## src/rtl/text_console.sv

```systemverilog
// Text console writer: turns a character stream into writes to a text-mode
// video memory (char at byte 2i, attribute at byte 2i+1), handling CR, LF,
// BS, FF (clear) and scrolling when the cursor runs off the last row.
module text_console #(
   parameter int          COLS  = 80,
   parameter int          ROWS  = 25,
   parameter logic [7:0]  BLANK = 8'h20
) (
   input  logic        clock,
   input  logic        reset_n,
   input  logic        wr,
   input  logic [7:0]  char_in,
   input  logic [7:0]  attr_in,
   output logic        busy,
   output logic [11:0] vaddr,
   output logic [7:0]  vdata_out,
   output logic        vwe,
   input  logic [7:0]  vdata_in,
   output logic [10:0] cursor
);

   localparam logic [10:0] COLS_W         = 11'(COLS);
   localparam logic [10:0] LAST_ROW       = 11'(ROWS - 1);
   localparam logic [10:0] LAST_CELL      = 11'(COLS * ROWS - 1);
   localparam logic [10:0] LAST_ROW_START = 11'(COLS * (ROWS - 1));
   localparam logic [11:0] ROW_BYTES      = 12'(2 * COLS);
   localparam logic [11:0] LAST_COPY      = 12'(2 * COLS * (ROWS - 1) - 1);

   localparam logic [7:0] CODE_BS = 8'h08;
   localparam logic [7:0] CODE_LF = 8'h0A;
   localparam logic [7:0] CODE_FF = 8'h0C;
   localparam logic [7:0] CODE_CR = 8'h0D;

   typedef enum logic [2:0] {IDLE, PUTC, PUTA, SRD, SWR, FILC, FILA} state_t;

   state_t      state, state_nx;
   logic [10:0] cursor_nx;
   logic [11:0] idx, idx_nx;
   logic [7:0]  char_q, char_nx;
   logic [7:0]  attr_q, attr_nx;
   logic [11:0] vaddr_nx;
   logic [7:0]  vdata_nx;
   logic        vwe_nx;
   logic [10:0] row;
   logic [10:0] row_start;

   // Row of the cursor and the cell index where that row begins.
   always_comb begin
      row       = cursor / COLS_W;
      row_start = 11'(row * COLS_W);
   end

   assign busy = (state != IDLE);

   // State, cursor, latched operands and the registered memory port.
   always_ff @(posedge clock or negedge reset_n) begin
      if (!reset_n) begin
         state     <= IDLE;
         cursor    <= '0;
         idx       <= '0;
         char_q    <= '0;
         attr_q    <= '0;
         vaddr     <= '0;
         vdata_out <= '0;
         vwe       <= 1'b0;
      end else begin
         state     <= state_nx;
         cursor    <= cursor_nx;
         idx       <= idx_nx;
         char_q    <= char_nx;
         attr_q    <= attr_nx;
         vaddr     <= vaddr_nx;
         vdata_out <= vdata_nx;
         vwe       <= vwe_nx;
      end
   end

   // Next-state logic; memory port values are computed one cycle ahead so
   // that the registered outputs line up with the state they belong to.
   always_comb begin
      state_nx  = state;
      cursor_nx = cursor;
      idx_nx    = idx;
      char_nx   = char_q;
      attr_nx   = attr_q;
      vaddr_nx  = vaddr;
      vdata_nx  = vdata_out;
      vwe_nx    = 1'b0;
      case (state)
         IDLE: begin
            if (wr) begin
               char_nx = char_in;
               attr_nx = attr_in;
               if (char_in >= 8'h20) begin
                  state_nx = PUTC;
                  vwe_nx   = 1'b1;
                  vaddr_nx = {cursor, 1'b0};
                  vdata_nx = char_in;
               end else begin
                  case (char_in)
                     CODE_CR: cursor_nx = row_start;
                     CODE_LF: begin
                        if (row < LAST_ROW) begin
                           cursor_nx = row_start + COLS_W;
                        end else begin
                           state_nx = SRD;
                           idx_nx   = '0;
                           vaddr_nx = ROW_BYTES;
                        end
                     end
                     CODE_BS: begin
                        if (cursor != '0) cursor_nx = cursor - 11'd1;
                     end
                     CODE_FF: begin
                        state_nx = FILC;
                        idx_nx   = '0;
                        vwe_nx   = 1'b1;
                        vaddr_nx = '0;
                        vdata_nx = BLANK;
                     end
                     default: ;
                  endcase
               end
            end
         end
         PUTC: begin
            state_nx = PUTA;
            vwe_nx   = 1'b1;
            vaddr_nx = {cursor, 1'b1};
            vdata_nx = attr_q;
         end
         PUTA: begin
            if (cursor == LAST_CELL) begin
               state_nx = SRD;
               idx_nx   = '0;
               vaddr_nx = ROW_BYTES;
            end else begin
               cursor_nx = cursor + 11'd1;
               state_nx  = IDLE;
            end
         end
         SRD: begin
            state_nx = SWR;
            vwe_nx   = 1'b1;
            vaddr_nx = idx;
            vdata_nx = vdata_in;
         end
         SWR: begin
            if (idx == LAST_COPY) begin
               state_nx = FILC;
               idx_nx   = {1'b0, LAST_ROW_START};
               vwe_nx   = 1'b1;
               vaddr_nx = {LAST_ROW_START, 1'b0};
               vdata_nx = BLANK;
            end else begin
               state_nx = SRD;
               idx_nx   = idx + 12'd1;
               vaddr_nx = idx + 12'd1 + ROW_BYTES;
            end
         end
         FILC: begin
            state_nx = FILA;
            vwe_nx   = 1'b1;
            vaddr_nx = {idx[10:0], 1'b1};
            vdata_nx = attr_q;
         end
         FILA: begin
            if (idx[10:0] == LAST_CELL) begin
               state_nx  = IDLE;
               cursor_nx = (char_q == CODE_FF) ? 11'd0 : LAST_ROW_START;
            end else begin
               state_nx = FILC;
               idx_nx   = idx + 12'd1;
               vwe_nx   = 1'b1;
               vaddr_nx = {idx[10:0] + 11'd1, 1'b0};
               vdata_nx = BLANK;
            end
         end
         default: state_nx = IDLE;
      endcase
   end

endmodule

```

## config.mk

```make
export PLATFORM = sky130hd
export DESIGN_NAME = text_console
export DESIGN_NICKNAME = d
export VERILOG_FILES = /design/src/rtl/text_console.sv
export SDC_FILE = /design/constraint.sdc
export NUM_CORES = 1
export LEC_CHECK = 0
export ABC_AREA = 1
export CAP_MARGIN = 0
export CORE_UTILIZATION = 50
export DETAILED_ROUTE_END_ITERATION = 10
export DONT_BUFFER_PORTS = 1
export GPL_TIMING_DRIVEN = 0
export PLACE_DENSITY_LB_ADDON = 0.2
export SYNTH_ARGS = -nofsm -noshare
export SYNTH_HDL_FRONTEND = slang
export SYNTH_SLANG_ARGS = --single-unit
```

## constraint.sdc

```tcl
create_clock -name clock -period 6.3 [get_ports clock]
set_clock_uncertainty 0.2 [all_clocks]
set_input_delay 1.26 -clock clock [delete_from_list [all_inputs] [get_ports clock]]
set_output_delay 1.26 -clock clock [all_outputs]
set_load 0.02 [all_outputs]
```

==> results of run 1 <==
==> cell type report <==
type,count,share of cell area
clock inverters,7,0.0114
inverters,92,0.0702
well taps,108,0.0275
multi-input cells,464,0.530
flip-flops and latches,63,0.321
clock buffers,9,0.0252
plain buffers,14,0.0155
==> registers in the layout (all words and copies together), names as in the netlist <==
name / cells
state: 3
vaddr: 12
char_q: 8
attr_q: 8
idx: 12
vdata_out: 8
vwe: 1
cursor: 11
==> per-stage QoR <==
stage / setup slack (ns) / area [um^2]
after floorplan: 2.54 / 4600
after global placement: 2.08 / 4740
after detailed placement: 1.94 / 4740
after CTS: 1.92 / 4920
after global routing: 1.50 / 4920
final: 1.89 / 4920
==> cells in the final DEF (no fill, tap or decap), types with 12 or more instances in the layout <==
| cell | count |
|---|---|
| nand2_1 | 121 |
| a21oi_1 | 28 |
| inv_1 | 84 |
| nand3_1 | 37 |
| xor2_1 | 14 |
| dfrtp_1 | 63 |
| nor2_1 | 70 |
| nor3_1 | 16 |
| mux2_2 | 13 |
| ha_1 | 12 |
| o21ai_0 | 44 |
| o22ai_1 | 20 |
==> worst paths after layout <==
kind	start	end	slack [ns]	cells after the start
min in group asynchronous	reset_n	cursor[1]	0.39	0
hold / removal	char_q[5]	char_q[5]	0.30	2
hold reg to reg	char_q[5]	char_q[5]	0.30	2
max in group asynchronous	reset_n	char_q[4]	5.39	0
setup reg to reg	cursor[10]	cursor[10]	1.89	27
setup / recovery	cursor[10]	cursor[10]	1.89	27
==> logic make-up after synthesis <==
kind of cell             synth area share
AND/OR/NAND/NOR                     0.266
AO/OA/AOI/OAI                       0.200
buffers and inverters              0.0916
flip-flops                          0.342
XOR/XNOR                           0.0304
multiplexers                       0.0318
adder cells (fa/ha/maj)            0.0370
==> worst register-to-register path, cell delays in order, from the launching register on <==
cell	delay, ns
dfrtp_1	0.62
inv_2	0.21
nand2_1	0.14
nand3_2	0.12
nand2_2	0.12
nand3_1	0.13
nand3_2	0.15
nand2_4	0.09
nand2_4	0.09
nand2_1	0.06
nand2_2	0.09
nand2_4	0.07
nand2_4	0.09
nand2_1	0.07
nand3_2	0.09
nand2_2	0.10
ha_1	0.21
ha_1	0.19
inv_1	0.07
fa_1	0.48
nor2_1	0.13
inv_1	0.06
nor2_1	0.12
a21oi_1	0.08
o21ai_0	0.08
nand3_1	0.10
a211oi_1	0.26
a21oi_1	0.07
==> routing by layer <==
layer	GRT usage	part of all wire	vias up
li1	-	-	2181
met1	0.364	0.44	2157
met3	0.0487	0.065	24
met5	0	0	-
met2	0.454	0.48	170
met4	0.0991	0.017	0
==> results.cfg, run 1 <==
[timing]
rsz0062_at_grt = no
tightest_slew_ns = 0.832
fin_crit_ns = 4.41
holdWs_ns = 0.296
timing.fmax_mhz = 227
final_hold_viol_count = 0
setup_tns_ns = 0
finalCritPeriodShare = 0.700
relSlewSlack = 0.440
maxSlewViolCount = 0
setup_viol = 0

[final_layout]
area_growth_pct = 6.85
finish.utilization = 0.559
nets = 684
ff_latch_area_um2 = 1580
fill_cells = 852
drive_gt1_frac = 0.106
diodes = 0
instances_no_fill = 757
multi_input_area_um2 = 2610

[clock_tree]
post_cts_buffers = 0
post_cts_resized = 0
cts_hold_buffers = 0
root_buffer = clkbuf_8
cts_sinks = 63
cts_buffers = 9
htree_levels = 3
clockBufferDepth = 2
cts_tree = built
clock_latency_ns = 0.35
path_clk_slew_ns = 0.08

[global_routing]
antenna_found_initial = 0
track_usage = 0.276
gr-total-overflow = 0
grt_pass1_vias = 4289
grt_start_max_net_pins = 64
grt_first_pass_wirelength_mm = 21.2

[drt]
drc_errors = 2
wire_per_inst_um = 16.7
drtIter0Drc = 314
vias = 4532
routed_wl_mm = 12.7
first_pass_iters = 9
ant_nets = 0
drt-vias-per-instance = 5.99

[logic_synthesis]
synth_top_cell_by_area = dfrtp_1
synth-edff-count = 0
synth_common_cells = nand2_1 (121), inv_1 (84), nor2_1 (70), dfrtp_1 (63), o21ai_0 (44)
synth_most_common_cell = nand2_1
synth_cells = 633
synth_area_per_cell_um2 = 7.27
synth.ff_latch_count = 63
syn_area_um2 = 4600
yosysTopAreaCellShare = 0.342
async_reset_ff_frac = 1.00
synth_cell_types = 44
ys.flop_type = dfrtp_1
ys_warn_count = 0
synth_area_leaders = dfrtp_1 (34%), nand2_1 (9.9%), inv_1 (6.8%)
syn-num-nets = 673
synth_seq_area_share = 0.342

[status]
status = finished, violations left
violations = design-rule violations

[worst_hold_path]
min_path_type = reg2reg

[floorplan]
core_um2 = 8810
io_pins = 60
die_h_um = 98.0
initial_core_util = 0.523
rows = 34
die-area_um2 = 9590
die-width_um = 98.0

[critical_path]
slowest_stage = dfrtp_1
critPathBufInv = 3
critPathKind = reg2reg
slowest_delay_ns = 0.62
crit_fanout = 10
crit_top_cell = nand2_4
arrival_ns = 4.43
critPathLaunchType = flop
critical_path.top_delay_family = simple AND/OR/NAND/NOR gates
critPathRequiredTime_ns = 6.32
cp-end-kind = flop

[place]
placed_cells = 741
dp_hpwl_mm = 9.71
gp_congestion = 0.947
port_buffers = 0

[flow_run]
maxCapViolations = 0
Power of run 1 is left out: the tool's default activity adds up to more than one toggle a clock period on the data nets, which glitch-free logic cannot reach.
==> run 2: changes to the inputs <==
==> constraint.sdc (replaced) <==
create_clock -name clock -period 4.1 [get_ports clock]
set_clock_uncertainty 0.2 [all_clocks]
set_input_delay 0.82 -clock clock [delete_from_list [all_inputs] [get_ports clock]]
set_output_delay 0.82 -clock clock [all_outputs]
set_load 0.02 [all_outputs]
==> results.cfg, run 2 (synthesis gave the netlist of run 1 again) <==
[worst_hold_path]
min_path_type = in2async

[final_layout]
diodes = 0
drive_gt1_frac = 0.175
layout_common_cells = nand2_1 (117), inv_1 (79), nor2_1 (67)
nets = 702
area_growth_pct = 15.2
final_common_cell = nand2_1
fill_cells = 821
reg_top3 = idx (12), vaddr (12), cursor (11)

[timing]
relSlewSlack = 0.471
holdWs_ns = 0.134
setup_tns_ns = 0
fin_crit_ns = 4.05
maxSlewViolCount = 0
tightest_slew_ns = 0.786
finalCritPeriodShare = 0.987
final_hold_viol_count = 0
rsz0062_at_grt = yes
timing.fmax_mhz = 247
setup_viol = 0

[clock_tree]
htree_levels = 3
cts_sinks = 63
clock_latency_ns = 0.36
root_buffer = clkbuf_8
clockBufferDepth = 2
path_clk_slew_ns = 0.08
cts_buffers = 9
cts_tree = built

[floorplan]
die-width_um = 98.0
io_pins = 60
initial_core_util = 0.523
die-area_um2 = 9590
core_um2 = 8810
die_h_um = 98.0
rows = 34

[status]
status = finished, violations left
violations = design-rule violations

[critical_path]
arrival_ns = 4.07
critPathLaunchType = flop
slowest_stage = dfrtp_2
crit_top_cell = nand2_4
critPathKind = reg2reg
slowest_delay_ns = 0.56
cp-end-kind = flop
crit_fanout = 7
critPathRequiredTime_ns = 4.12

[drt]
vias = 4655
drc_errors = 2
first_pass_iters = 8
wire_per_inst_um = 17.1
drtIter0Drc = 332
drt-vias-per-instance = 6.01
routed_wl_mm = 13.2
ant_nets = 0

[flow_run]
maxCapViolations = 0

[place]
gp_congestion = 0.947
port_buffers = 0
dp_hpwl_mm = 9.71

[global_routing]
antenna_found_initial = 0
grt_start_max_net_pins = 64
grt_first_pass_wirelength_mm = 21.2
track_usage = 0.277
grt_pass1_vias = 4310
gr-total-overflow = 0
==> run 2: cell count changes in the layout (fill, tap and decap cells not counted), moves of 3 or more <==
cell,before,now
nand3_1,37,34
ha_1,12,9
nand3_4,0,6
nor2_1,70,67
dfrtp_2,0,4
buf_4,2,18
inv_4,0,3
nand3_2,5,2
dfrtp_1,63,59
inv_1,84,79
ha_4,0,3
nand2_1,121,117
nand2_4,5,11
==> run 2: cell type report <==
| class | count | area (um^2) | area share |
|---|---|---|---|
| Buffer | 14 | 76.3 | 0.0144 |
| Clock buffer | 9 | 124 | 0.0233 |
| Clock inverter | 7 | 56.3 | 0.0106 |
| Inverter | 92 | 358 | 0.0675 |
| Multi-Input combinational cell | 464 | 2810 | 0.529 |
| Sequential cell | 63 | 1580 | 0.298 |
| Tap cell | 108 | 135 | 0.0255 |
| Timing Repair Buffer | 18 | 168 | 0.0316 |
==> run 2: final timing paths <==
check | start | slack [ns] | cells after the start | to
setup / recovery | cursor[9] | 0.05 | 27 | cursor[10]
hold / removal | reset_n | 0.13 | 1 | cursor[1]
setup reg to reg | cursor[9] | 0.05 | 27 | cursor[10]
hold reg to reg | char_q[0] | 0.30 | 2 | char_q[0]
max in group asynchronous | reset_n | 3.29 | 1 | cursor[10]
min in group clock | char_q[0] | 0.30 | 2 | char_q[0]
==> run 2: what timing repair did <==
item,4_1_cts,5_1_grt
cloned,0,0
resized for setup,13,39
endpoints found under the setup margin,3,3
setup buffers,4,13
pin swaps,0,20
hold buffers,1,0
endpoints found under the hold margin,63,0
==> run 2: worst max-delay path: cells and delay by family, from the launching register on <==
family | cells | cell delay, ns
AND/OR/NAND/NOR | 16 | 1.43
adder cells (fa/ha/maj) | 3 | 0.81
AO/OA/AOI/OAI | 5 | 0.59
flip-flops | 1 | 0.56
buffers and inverters | 3 | 0.31
==> run 2: stage by stage <==
step	instance area [um^2]	worst slack, ns	cells	utilization
after detailed placement	4740	-0.259	741	0.538
after global placement	4740	-0.122	741	0.538
after global routing	5310	-0.155	775	0.602
after CTS	5010	0.000269	762	0.569
after floorplan	4600	0.341	633	-
final	5310	0.0528	775	0.602
==> run 2: metal layers <==
| layer | routed length, um | vias up | GRT usage |
|---|---|---|---|
| met2 | 6350 | 192 | 0.455 |
| met5 | 0 | - | 0 |
| met4 | 313 | 0 | 0.101 |
| met3 | 929 | 29 | 0.0480 |
| met1 | 5660 | 2218 | 0.366 |
| li1 | - | 2216 | - |
Power of run 2 is left out for the same reason.
